## src/rtl/uart_pkg.sv

```systemverilog
// Shared UART definitions: receiver state encoding and default frame timing.
package uart_pkg;

    typedef enum logic [1:0] {
        IDLE  = 2'd0,
        START = 2'd1,
        DATA  = 2'd2,
        STOP  = 2'd3
    } rx_state_t;

    localparam int DEF_CLKS_PER_BIT = 434;  // 50 MHz / 115200
    localparam int DEF_DATA_BITS    = 8;

    // Distance from the start edge to the middle of the start bit.
    function automatic int half_bit(input int clks_per_bit);
        return clks_per_bit / 2;
    endfunction

endpackage

```

## src/rtl/uart_rx_core_if.sv

```systemverilog
// Serial input and received-word outputs of the UART receiver.
interface uart_rx_core_if
    import uart_pkg::*;
#(
    parameter int DATA_BITS = DEF_DATA_BITS
);
    logic                 rx_s;
    logic                 start_fall;
    logic [DATA_BITS-1:0] rx_data;
    logic                 rx_valid;
    logic                 frame_err;
    logic                 busy;

    modport master (
        output rx_s, start_fall,
        input  rx_data, rx_valid, frame_err, busy
    );

    modport slave (
        input  rx_s, start_fall,
        output rx_data, rx_valid, frame_err, busy
    );
endinterface

```

## src/rtl/uart_bit_timer.sv

```systemverilog
// Bit-period counter: pulses sample_tick once per interval, restarting after every tick.
module uart_bit_timer
    import uart_pkg::*;
#(
    parameter int CLKS_PER_BIT = DEF_CLKS_PER_BIT,
    parameter int CW           = $clog2(CLKS_PER_BIT),
    parameter int IW           = $clog2(CLKS_PER_BIT + 1)
) (
    input  logic          clk,
    input  logic          rst,
    input  logic          clear,
    input  logic [IW-1:0] interval,
    output logic          sample_tick
);

    logic [CW-1:0] cnt_q;

    // Counter value k means k cycles have elapsed since the last clear or tick.
    assign sample_tick = !clear && (IW'(cnt_q) == interval - IW'(1));

    always_ff @(posedge clk or posedge rst) begin
        if (rst) begin
            cnt_q <= '0;
        end else if (clear || sample_tick) begin
            cnt_q <= '0;
        end else begin
            cnt_q <= cnt_q + CW'(1);
        end
    end

endmodule

```

## src/rtl/uart_rx_core.sv

```systemverilog
// UART receive deserializer: frames from the start_fall pulse, mid-bit sampling, LSB first.
module uart_rx_core
    import uart_pkg::*;
#(
    parameter int CLKS_PER_BIT = DEF_CLKS_PER_BIT,
    parameter int DATA_BITS    = DEF_DATA_BITS
) (
    input logic           clk,
    input logic           rst,
    uart_rx_core_if.slave rx_if
);

    localparam int HALF = half_bit(CLKS_PER_BIT);
    localparam int IW   = $clog2(CLKS_PER_BIT + 1);
    localparam int BW   = $clog2(DATA_BITS);
    localparam logic [BW-1:0] LAST_BIT = BW'(DATA_BITS - 1);

    rx_state_t            state_q, state_d;
    logic [BW-1:0]        bit_idx_q;
    logic [DATA_BITS-1:0] shift_q;
    logic [DATA_BITS-1:0] rx_data_q;
    logic                 rx_valid_q, frame_err_q;

    logic                 tick;
    logic                 timer_clr;
    logic [IW-1:0]        interval;
    logic                 shift_en, idx_clr, valid_d, err_d;

    // Holding the timer clear through IDLE makes START begin at count 0 in cycle 1.
    assign timer_clr = (state_q == IDLE);
    assign interval  = (state_q == START) ? IW'(HALF) : IW'(CLKS_PER_BIT);

    uart_bit_timer #(
        .CLKS_PER_BIT (CLKS_PER_BIT)
    ) u_timer (
        .clk         (clk),
        .rst         (rst),
        .clear       (timer_clr),
        .interval    (interval),
        .sample_tick (tick)
    );

    always_ff @(posedge clk or posedge rst) begin
        if (rst) begin
            state_q <= IDLE;
        end else begin
            state_q <= state_d;
        end
    end

    always_comb begin
        state_d  = state_q;
        shift_en = 1'b0;
        idx_clr  = 1'b0;
        valid_d  = 1'b0;
        err_d    = 1'b0;
        case (state_q)
            IDLE: begin
                if (rx_if.start_fall) begin
                    state_d = START;
                end
            end
            START: begin
                if (tick) begin
                    if (rx_if.rx_s) begin
                        state_d = IDLE;
                    end else begin
                        state_d = DATA;
                        idx_clr = 1'b1;
                    end
                end
            end
            DATA: begin
                if (tick) begin
                    shift_en = 1'b1;
                    if (bit_idx_q == LAST_BIT) begin
                        state_d = STOP;
                    end
                end
            end
            STOP: begin
                // STOP lasts through the strobe cycle so busy covers it.
                if (rx_valid_q || frame_err_q) begin
                    state_d = IDLE;
                end else if (tick) begin
                    valid_d = rx_if.rx_s;
                    err_d   = !rx_if.rx_s;
                end
            end
            default: state_d = IDLE;
        endcase
    end

    always_ff @(posedge clk or posedge rst) begin
        if (rst) begin
            bit_idx_q   <= '0;
            shift_q     <= '0;
            rx_data_q   <= '0;
            rx_valid_q  <= 1'b0;
            frame_err_q <= 1'b0;
        end else begin
            rx_valid_q  <= valid_d;
            frame_err_q <= err_d;
            if (idx_clr) begin
                bit_idx_q <= '0;
            end else if (shift_en) begin
                bit_idx_q <= bit_idx_q + BW'(1);
            end
            if (shift_en) begin
                shift_q <= {rx_if.rx_s, shift_q[DATA_BITS-1:1]};
            end
            if (valid_d) begin
                rx_data_q <= shift_q;
            end
        end
    end

    assign rx_if.rx_data   = rx_data_q;
    assign rx_if.rx_valid  = rx_valid_q;
    assign rx_if.frame_err = frame_err_q;
    assign rx_if.busy      = (state_q != IDLE);

endmodule

```

## src/flat_wrapper.sv

```systemverilog
// flat-port wrapper written by rule: the top's interface ports become plain ports
module uart_rx_core_flat import uart_pkg::*;
#(
    parameter int CLKS_PER_BIT = DEF_CLKS_PER_BIT,
    parameter int DATA_BITS    = DEF_DATA_BITS
)
  (clk, rst, rx_if_rx_s, rx_if_start_fall, rx_if_rx_data, rx_if_rx_valid, rx_if_frame_err, rx_if_busy);
  uart_rx_core_if #(.DATA_BITS(DATA_BITS)) rx_if_i ();
  input logic clk;
  input logic rst;
  input wire logic [$bits(rx_if_i.rx_s)-1:0] rx_if_rx_s;
  input wire logic [$bits(rx_if_i.start_fall)-1:0] rx_if_start_fall;
  output wire logic [$bits(rx_if_i.rx_data)-1:0] rx_if_rx_data;
  output wire logic [$bits(rx_if_i.rx_valid)-1:0] rx_if_rx_valid;
  output wire logic [$bits(rx_if_i.frame_err)-1:0] rx_if_frame_err;
  output wire logic [$bits(rx_if_i.busy)-1:0] rx_if_busy;
  assign rx_if_i.rx_s = rx_if_rx_s;
  assign rx_if_i.start_fall = rx_if_start_fall;
  assign rx_if_rx_data = rx_if_i.rx_data;
  assign rx_if_rx_valid = rx_if_i.rx_valid;
  assign rx_if_frame_err = rx_if_i.frame_err;
  assign rx_if_busy = rx_if_i.busy;
  uart_rx_core #(.CLKS_PER_BIT(CLKS_PER_BIT), .DATA_BITS(DATA_BITS)) u_core (.clk(clk), .rst(rst), .rx_if(rx_if_i));
endmodule
```

## config.mk

```make
export PLATFORM = sky130hd
export DESIGN_NAME = uart_rx_core_flat
export DESIGN_NICKNAME = d
export VERILOG_FILES = /design/src/rtl/uart_pkg.sv /design/src/rtl/uart_rx_core_if.sv /design/src/rtl/uart_bit_timer.sv /design/src/rtl/uart_rx_core.sv /design/src/flat_wrapper.sv
export SDC_FILE = /design/constraint.sdc
export NUM_CORES = 1
export LEC_CHECK = 0
export ABC_AREA = 1
export CORE_MARGIN = 2
export CORE_UTILIZATION = 55
export CTS_BUF_LIST = sky130_fd_sc_hd__clkbuf_16
export CTS_CLUSTER_DIAMETER = 120
export CTS_CLUSTER_SIZE = 14
export DETAILED_ROUTE_END_ITERATION = 10
export PLACE_DENSITY = 0.77
export SYNTH_ARGS = -nofsm -noshare
export SYNTH_HDL_FRONTEND = slang
export SYNTH_SLANG_ARGS = --single-unit
```

## constraint.sdc

```tcl
create_clock -name clk -period 1.51 [get_ports clk]
set_input_delay 0.453 -clock clk [delete_from_list [all_inputs] [get_ports clk]]
set_output_delay 0.453 -clock clk [all_outputs]
set_load 0.01 [all_outputs]
```

==> metrics, run 1 <==
Seq/Total Area, Yosys 0.529; Critical R2R Launch u_core.state_q[0]$_DFFE_PP0P_; total gr overflow 0; Relative slew margins 0.789; Hold Path Class flop to flop; TritonRoute pass-1 iters 4; TritonCTS Buffers 5; Post-Synth Simple-Gate Area 0.264; largest family of logic cells by synthesized area simple AND/OR/NAND/NOR gates; clk sinks 32; hold endpoint u_core.shift_q[3]$_DFFE_PP0P_; post-DR vias/cell 5.33; synthesized flop and latch total 32; HP Start u_core.shift_q[3]$_DFFE_PP0P_; post-synthesis compound-gate area fraction 0.100; Die X 56.5 um; Setup WS pre-CTS -0.0818 ns; Clock Pin Slew Worst Setup and Hold Paths approximately 0.050 ns; Worst setup EP type flop; yosys warns 0; Clock Root Buffer clkbuf_16; DIE AREA 3190 sq um; H-Tree Depth 2; core area 2690 sq um; first-pass GRT wire length ~5400 um; Synth Area in Adders 0.0248; vias in the first global route 1235; worst clock skew between 0.005 and 0.006 ns; initial antenna violation count 0; final worst path period need 1.59 ns; Mapped Cells 165; Arr. time, crit path 1.75 ns; CP required 1.68 ns; pwr/cell area between 1000 and 1500 nW/um^2; RD Place Congestion 0.813; WS Path Type flop to flop; CTS tree yes; Leak Pwr 1.03 nW; diode count 0; failing checks negative setup slack; port buffer count 14; crit path from u_core.state_q[0]$_DFFE_PP0P_; fmax 630 MHz; setup ws final -0.0762 ns; DRT Wirelength between 3000 and 4000 um; Slew Limit Fails 0; Std-Cell Rows 19; Final #Nets 205; Post-Syn Nets 172; setup_tns -0.556 ns; R2R depth 9; crit start category flop; RSZ-0062 raised after global routing true; final hold vios 0; multiplexer share of the synthesized area 0; I/O pin cnt 15; CP max FO 5; fraction of layout cells with a size suffix above 1 0.332; Die Y-Extent 56.5 um; Max Cap Violations 0; post-route total power 2.42 mW; Synth cell types 22; hold path cells 2; largest net degree at the start of global routing 33; initial core utilization 0.564; Final ANT Viol Nets 0; Post-Syn Area per Cell between 9 and 10 sq um; Worst-Margin Slew 0.316 ns; Initial DRC Count 37; XOR/XNOR share of the synthesized area 0.00579; Setup violations, final 9; fin crit share 1.05; maximum vdd drop just over 1 mV; DR WL/cell roughly 14 um; R2R Path End u_core.rx_if.rx_data[7]$_DFFE_PP0P_; clock tree buffer depth 2; outcome complete, but fails checks; total number of vias 1227; Area Overhead vs Synth 36.1%; worst skew pair latency roughly 0.28 ns; commonest cells after routing, fill and taps aside 32 x dfrtp_1, 28 x nand2_1, 22 x inv_1, 15 x o21ai_2, 13 x nor2_1; most common cell after layout, fill and taps aside dfrtp_1; post-DP HPWL 1990 um; R2R Setup Slk -0.08 ns; drt drc 0; aggregate global-route resource usage 0.226; Mapped Area 1510 sq um
[worst max-delay path by stage]
stage,end,slack (ns)
final,u_core.rx_if.rx_data[7]$_DFFE_PP0P_,-0.08
after global routing,u_core.rx_if.rx_data[3]$_DFFE_PP0P_,-0.13
after CTS,rx_if_busy,-0.06
after detailed placement,rx_if_busy,-0.08
after global placement,rx_if_busy,-0.006
after floorplan,u_core.rx_if.rx_data[1]$_DFFE_PP0P_,0.12
[through the flow]
| step | hold WS [ns] | utilization | instance area, sq um | instances |
|---|---|---|---|---|
| floorplan | 0.442 | - | 1510 | 165 |
| global placement | 0.456 | 0.653 | 1760 | 216 |
| detailed placement | 0.469 | 0.653 | 1760 | 216 |
| CTS | 0.482 | 0.741 | 1990 | 228 |
| global route | 0.512 | 0.767 | 2060 | 230 |
| finish | 0.491 | 0.767 | 2060 | 230 |
[what timing repair did]
item / CTS / global route
endpoints found under the setup margin: 21 / 31
cloned: 1 / 0
pin swaps: 0 / 8
buffers inserted: 3 / 2
gates resized for setup: 29 / 15
hold buffers: 0 / 0
[logic make-up after synthesis]
logic type,after synthesis
and+or+nand+nor,84
xor gates and xnor gates,1
adders and majority gates,3
AOI/OAI and AO/OA,19
buffers and inverters,26
DFF,32
[layer usage]
layer / vias to the layer above / GRT usage / wire length [um] / share of wire
li1: 589 / - / - / -
met1: 607 / 0.283 / 1400 / 0.43
met2: 24 / 0.357 / 1690 / 0.52
met3: 7 / 0.0553 / 106 / 0.032
met4: 0 / 0.129 / 78 / 0.024
met5: - / 0 / 0 / 0
[layout make-up]
cell class | instances | area [sq um]
flip-flops and latches | 32 | 801
multi-input cells | 107 | 704
fillers | 194 | 626
repair buffers | 28 | 284
clock buffers | 5 | 125
inverters | 24 | 92.6
well taps | 31 | 38.8
clock inverters | 3 | 15.0
[power breakdown]
part	switching [mW]	internal, mW
logic	0.294	0.241
registers	0.0379	0.904
clock network	0.347	0.597
[registers in the layout (all words and copies together), names as in the netlist, named ones only]
name,count
u_core.rx_if.rx_valid,1
u_core.rx_if.frame_err,1
u_core.rx_if.rx_data,8
u_core.bit_idx_q,3
u_core.state_q,1
u_core.shift_q,8
u_core.u_timer.cnt_q,9
[synth_stat cells (all sizes together)]
| master | instances | area [sq um] |
|---|---|---|
| o21ai | 15 | 131 |
| nor3b | 3 | 22.5 |
| a21oi | 4 | 20.0 |
| or2 | 1 | 6.26 |
| buf | 2 | 22.5 |
| dfrtp | 32 | 801 |
| or3 | 1 | 11.3 |
| ha | 3 | 37.5 |
| nand3 | 14 | 82.6 |
| nor2 | 17 | 68.8 |
| xnor2 | 1 | 8.76 |
| inv | 24 | 92.6 |
| nor3 | 3 | 15.0 |
| and3 | 1 | 6.26 |
| nand2 | 43 | 181 |
| nand4 | 1 | 6.26 |
[critical path: stages, from the launching register on]
cell     delay [ns]
dfrtp_1        0.38
buf_6          0.12
buf_4          0.10
nand2_2        0.05
or3_4          0.36
nor2_4         0.11
nand2_4        0.09
buf_12         0.16
nand2_2        0.06
o21ai_2        0.05
No activity file was read; power rests on OpenSTA's default activity.
==> run 2, diff against run 1 <==
PLACE_DENSITY = 0.76   (was 0.77)
SYNTH_HIERARCHICAL = 1   (was default)
==> metrics, run 2 <==
CTS tree yes; core area 3340 sq um (+24%); fraction of layout cells with a size suffix above 1 0.367 (+0.0357); yosys warns 6 (+6); Die Y-Extent 63.1 um (+12%); post-synthesis async set-or-reset flop share 1.00 (unchanged); I/O pin cnt 15 (unchanged); Final #Nets 350 (+71%); Arr. time, crit path 2.49 ns (+0.74 ns); Seq/Total Area, Yosys 0.417 (-0.112); Reg with most FFs u_core/u_timer/cnt_q; post-DR vias/cell 5.22 (-2.2%); M3 GR Usage 0.0643 (+0.00899); Synth top area share 0.417 (-0.112); cts hold-fix bufs 0 (unchanged); most numerous cell in the Yosys netlist nand2_1; drt drc 0 (unchanged); Std-Cell Rows 21 (+2); Post-synth top cells 81 x nand2_1, 47 x inv_1, 32 x dfrtp_1; cell mode on critical path nor2_1; DR WL/cell 15.7 um (+10%); post-DP HPWL 3230 um (+62%); Mapped Area 1920 sq um (+27%); WS Path Type flop to flop; top cells by area, synth dfrtp_1 42%, nand2_1 16%, inv_1 9.2%; failing checks negative setup slack; GR peak layer met2; crit-path cells inv_2, nand2_4, clkinv_4, inv_4, ha_4, inv_2, nand2_2, nand2_1, nor2_1, o21ai_1, nor2_1, nand3_1, nor2_1, nand2_1, nor2_4, buf_6, buf_6, nand3_4, o21ai_2, a21oi_2; post-synth top area cell dfrtp_1; DIE AREA 3980 sq um (+25%); RSZ-0062 raised after global routing true; pwr/cell area 660 nW/um^2 (-44%); synthesized flop and latch total 32 (unchanged); final worst path period need 2.32 ns (+0.738 ns); total gr overflow 0 (unchanged); slowest CP cell dfrtp_1; Clock Root Buffer clkbuf_16; crit start category flop; H-Tree Depth 2 (unchanged); Max Cap Violations 0 (unchanged); Layout Utilization 0.865 (+0.0979); Die X 63.1 um (+12%); GR Util met2 0.489 (+0.132); diode count 0 (unchanged); hold_ws 0.462 ns (-0.0294 ns); Worst setup EP type flop; Slew Limit Fails 0 (unchanged); setup ws final -0.814 ns (-0.738 ns); commonest cells after routing, fill and taps aside 61 x nand2_1, 41 x inv_1, 37 x buf_4, 32 x dfrtp_1, 20 x nor2_1; TritonCTS Buffers 5 (unchanged); met1 usage 0.349 (+0.0659); clock tree buffer depth 2 (unchanged); RD Place Congestion 0.884 (+8.7%); Area Overhead vs Synth 50.3%; maximum vdd drop 0.883 mV (-13%); most common cell after layout, fill and taps aside nand2_1; Clock Pin Slew Worst Setup and Hold Paths 0.06 ns (about the same); aggregate global-route resource usage 0.283 (+0.0564); Main synth FF type dfrtp_1; final hold vios 0 (unchanged); CP max FO 5 (unchanged); WP buf/inv 6 (+3); Synth cell types 22 (unchanged); initial core utilization 0.576 (+0.0120); Post-Layout Inst Area 2890 sq um (+40%); DRT Wirelength 6110 um (+87%); vias in the first global route 1922 (+56%); clk sinks 32 (unchanged); Cell Area, Placed 2470 sq um (+41%); CP delay by family, top simple AND/OR/NAND/NOR gates; Mapped Cells 267 (+62%); Initial DRC Count 168 (+350%); largest net degree at the start of global routing 24 (-27%); Largest register FFs 9 (unchanged); total number of vias 2029 (+65%); Post-synth EDFFs 0 (unchanged); port buffer count 14 (unchanged); outcome complete, but fails checks; initial antenna violation count 0 (unchanged); Setup WS pre-CTS -0.745 ns (-0.663 ns); CP required 1.68 ns (about the same); worst clock skew 0.00536 ns (+0.000311 ns); Max stage delay on crit path 0.39 ns (about the same); worst skew pair latency 0.28 ns (about the same); TritonRoute pass-1 iters 4 (unchanged); Post-Syn Area per Cell 7.19 sq um (-22%); first-pass GRT wire length 8680 um (+59%); fill count 180 (-7.2%); fmax 430 MHz (-32%); Leak Pwr 1.54 nW (+50%); Final ANT Viol Nets 0 (unchanged); fin crit share 1.54 (+0.489); Setup violations, final 33 (+24); Hold Path Class primary input to asynchronous set/reset pin
## run 2: cell count changes after synthesis, moves of 2 or more
cell,delta
a21oi_1,-4
conb_1,+2
inv_1,+25
nand2_1,+44
nand3_1,+10
nand4_1,+2
nor2_1,+15
nor3_1,-2
nor3b_1,-3
o21ai_0,+12
o21ai_2,-7
xnor2_1,+3
xor2_1,+3
## run 2: kinds of logic (layout without fill, tap and decap cells)
family | after synthesis | after routing | synth area share
AO/OA/AOI/OAI | 23 | 23 | 0.0788
other | 2 | 13 | 0.00391
AND/OR/NAND/NOR | 147 | 148 | 0.329
XOR/XNOR | 7 | 7 | 0.0319
flip-flops | 32 | 32 | 0.417
adder cells (fa/ha/maj) | 4 | 4 | 0.0261
buffers and inverters | 52 | 116 | 0.113
## run 2: worst reg2reg max path, stage by stage (launching register included)
cell      delay [ns]
dfrtp_1         0.39
inv_2           0.07
nand2_4         0.06
clkinv_4        0.06
inv_4           0.03
ha_4            0.26
inv_2           0.03
nand2_2         0.06
nand2_1         0.05
nor2_1          0.07
o21ai_1         0.08
nor2_1          0.10
nand3_1         0.07
nor2_1          0.09
nand2_1         0.09
nor2_4          0.23
buf_6           0.14
buf_6           0.09
nand3_4         0.11
o21ai_2         0.09
a21oi_2         0.04
## run 2: cell type report
| type | count | area, sq um | share of cell area |
|---|---|---|---|
| multi-input combinational | 195 | 1160 | 0.404 |
| sequential | 32 | 801 | 0.277 |
| timing repair buffer | 59 | 526 | 0.182 |
| inverter | 49 | 194 | 0.0672 |
| clock buffer | 5 | 125 | 0.0433 |
| tap | 46 | 57.6 | 0.0199 |
| clock inverter | 3 | 18.8 | 0.00650 |
## run 2: worst paths after layout
check                           depth (start not counted)                           startpoint  slack [ns]                                   to
worst max-delay path                                   20                                 flop       -0.81      u_core/bit_idx_q[0]$_DFFE_PP0P_
worst min register to register                          2  u_core/rx_if.rx_data[2]$_DFFE_PP0P_        0.48  u_core/rx_if.rx_data[2]$_DFFE_PP0P_
max in group asynchronous                               3                                  rst        0.72        u_core/shift_q[0]$_DFFE_PP0P_
min in group clk                                        2  u_core/rx_if.rx_data[2]$_DFFE_PP0P_        0.48  u_core/rx_if.rx_data[2]$_DFFE_PP0P_
worst max register to register                         20                                 flop       -0.81      u_core/bit_idx_q[0]$_DFFE_PP0P_
worst min-delay path                                    2                                  rst        0.46    u_core/u_timer/cnt_q[2]$_DFF_PP0_
## run 2: through the flow
step	std cells	power (mW)	TNS, ns
after floorplan	278	0.906	-16.07
after global placement	371	0.928	-16.66
after detailed placement	371	0.929	-19.11
after CTS	385	1.91	-18.31
after global routing	389	1.98	-26.08
final	389	1.90	-22.52
## run 2: report_power, final
part,switching (mW),internal [mW]
sequential,0,0.858
combinational,0.0431,0.0199
clock,0.377,0.606
total,0.420,1.48
## run 2: timing repair
item,CTS,global route
setup endpoints to repair,43,34
gates cloned,1,1
resized for setup,33,41
pin swaps,5,4
setup buffers,5,3
## run 2: layer usage
metal  routed length [um]  vias up  share of wire
met5                    0        -              0
met4                  155        0          0.025
met3                  352       20          0.058
met2                 3200       85           0.52
met1                 2400      967           0.39
li1                     -      957              -
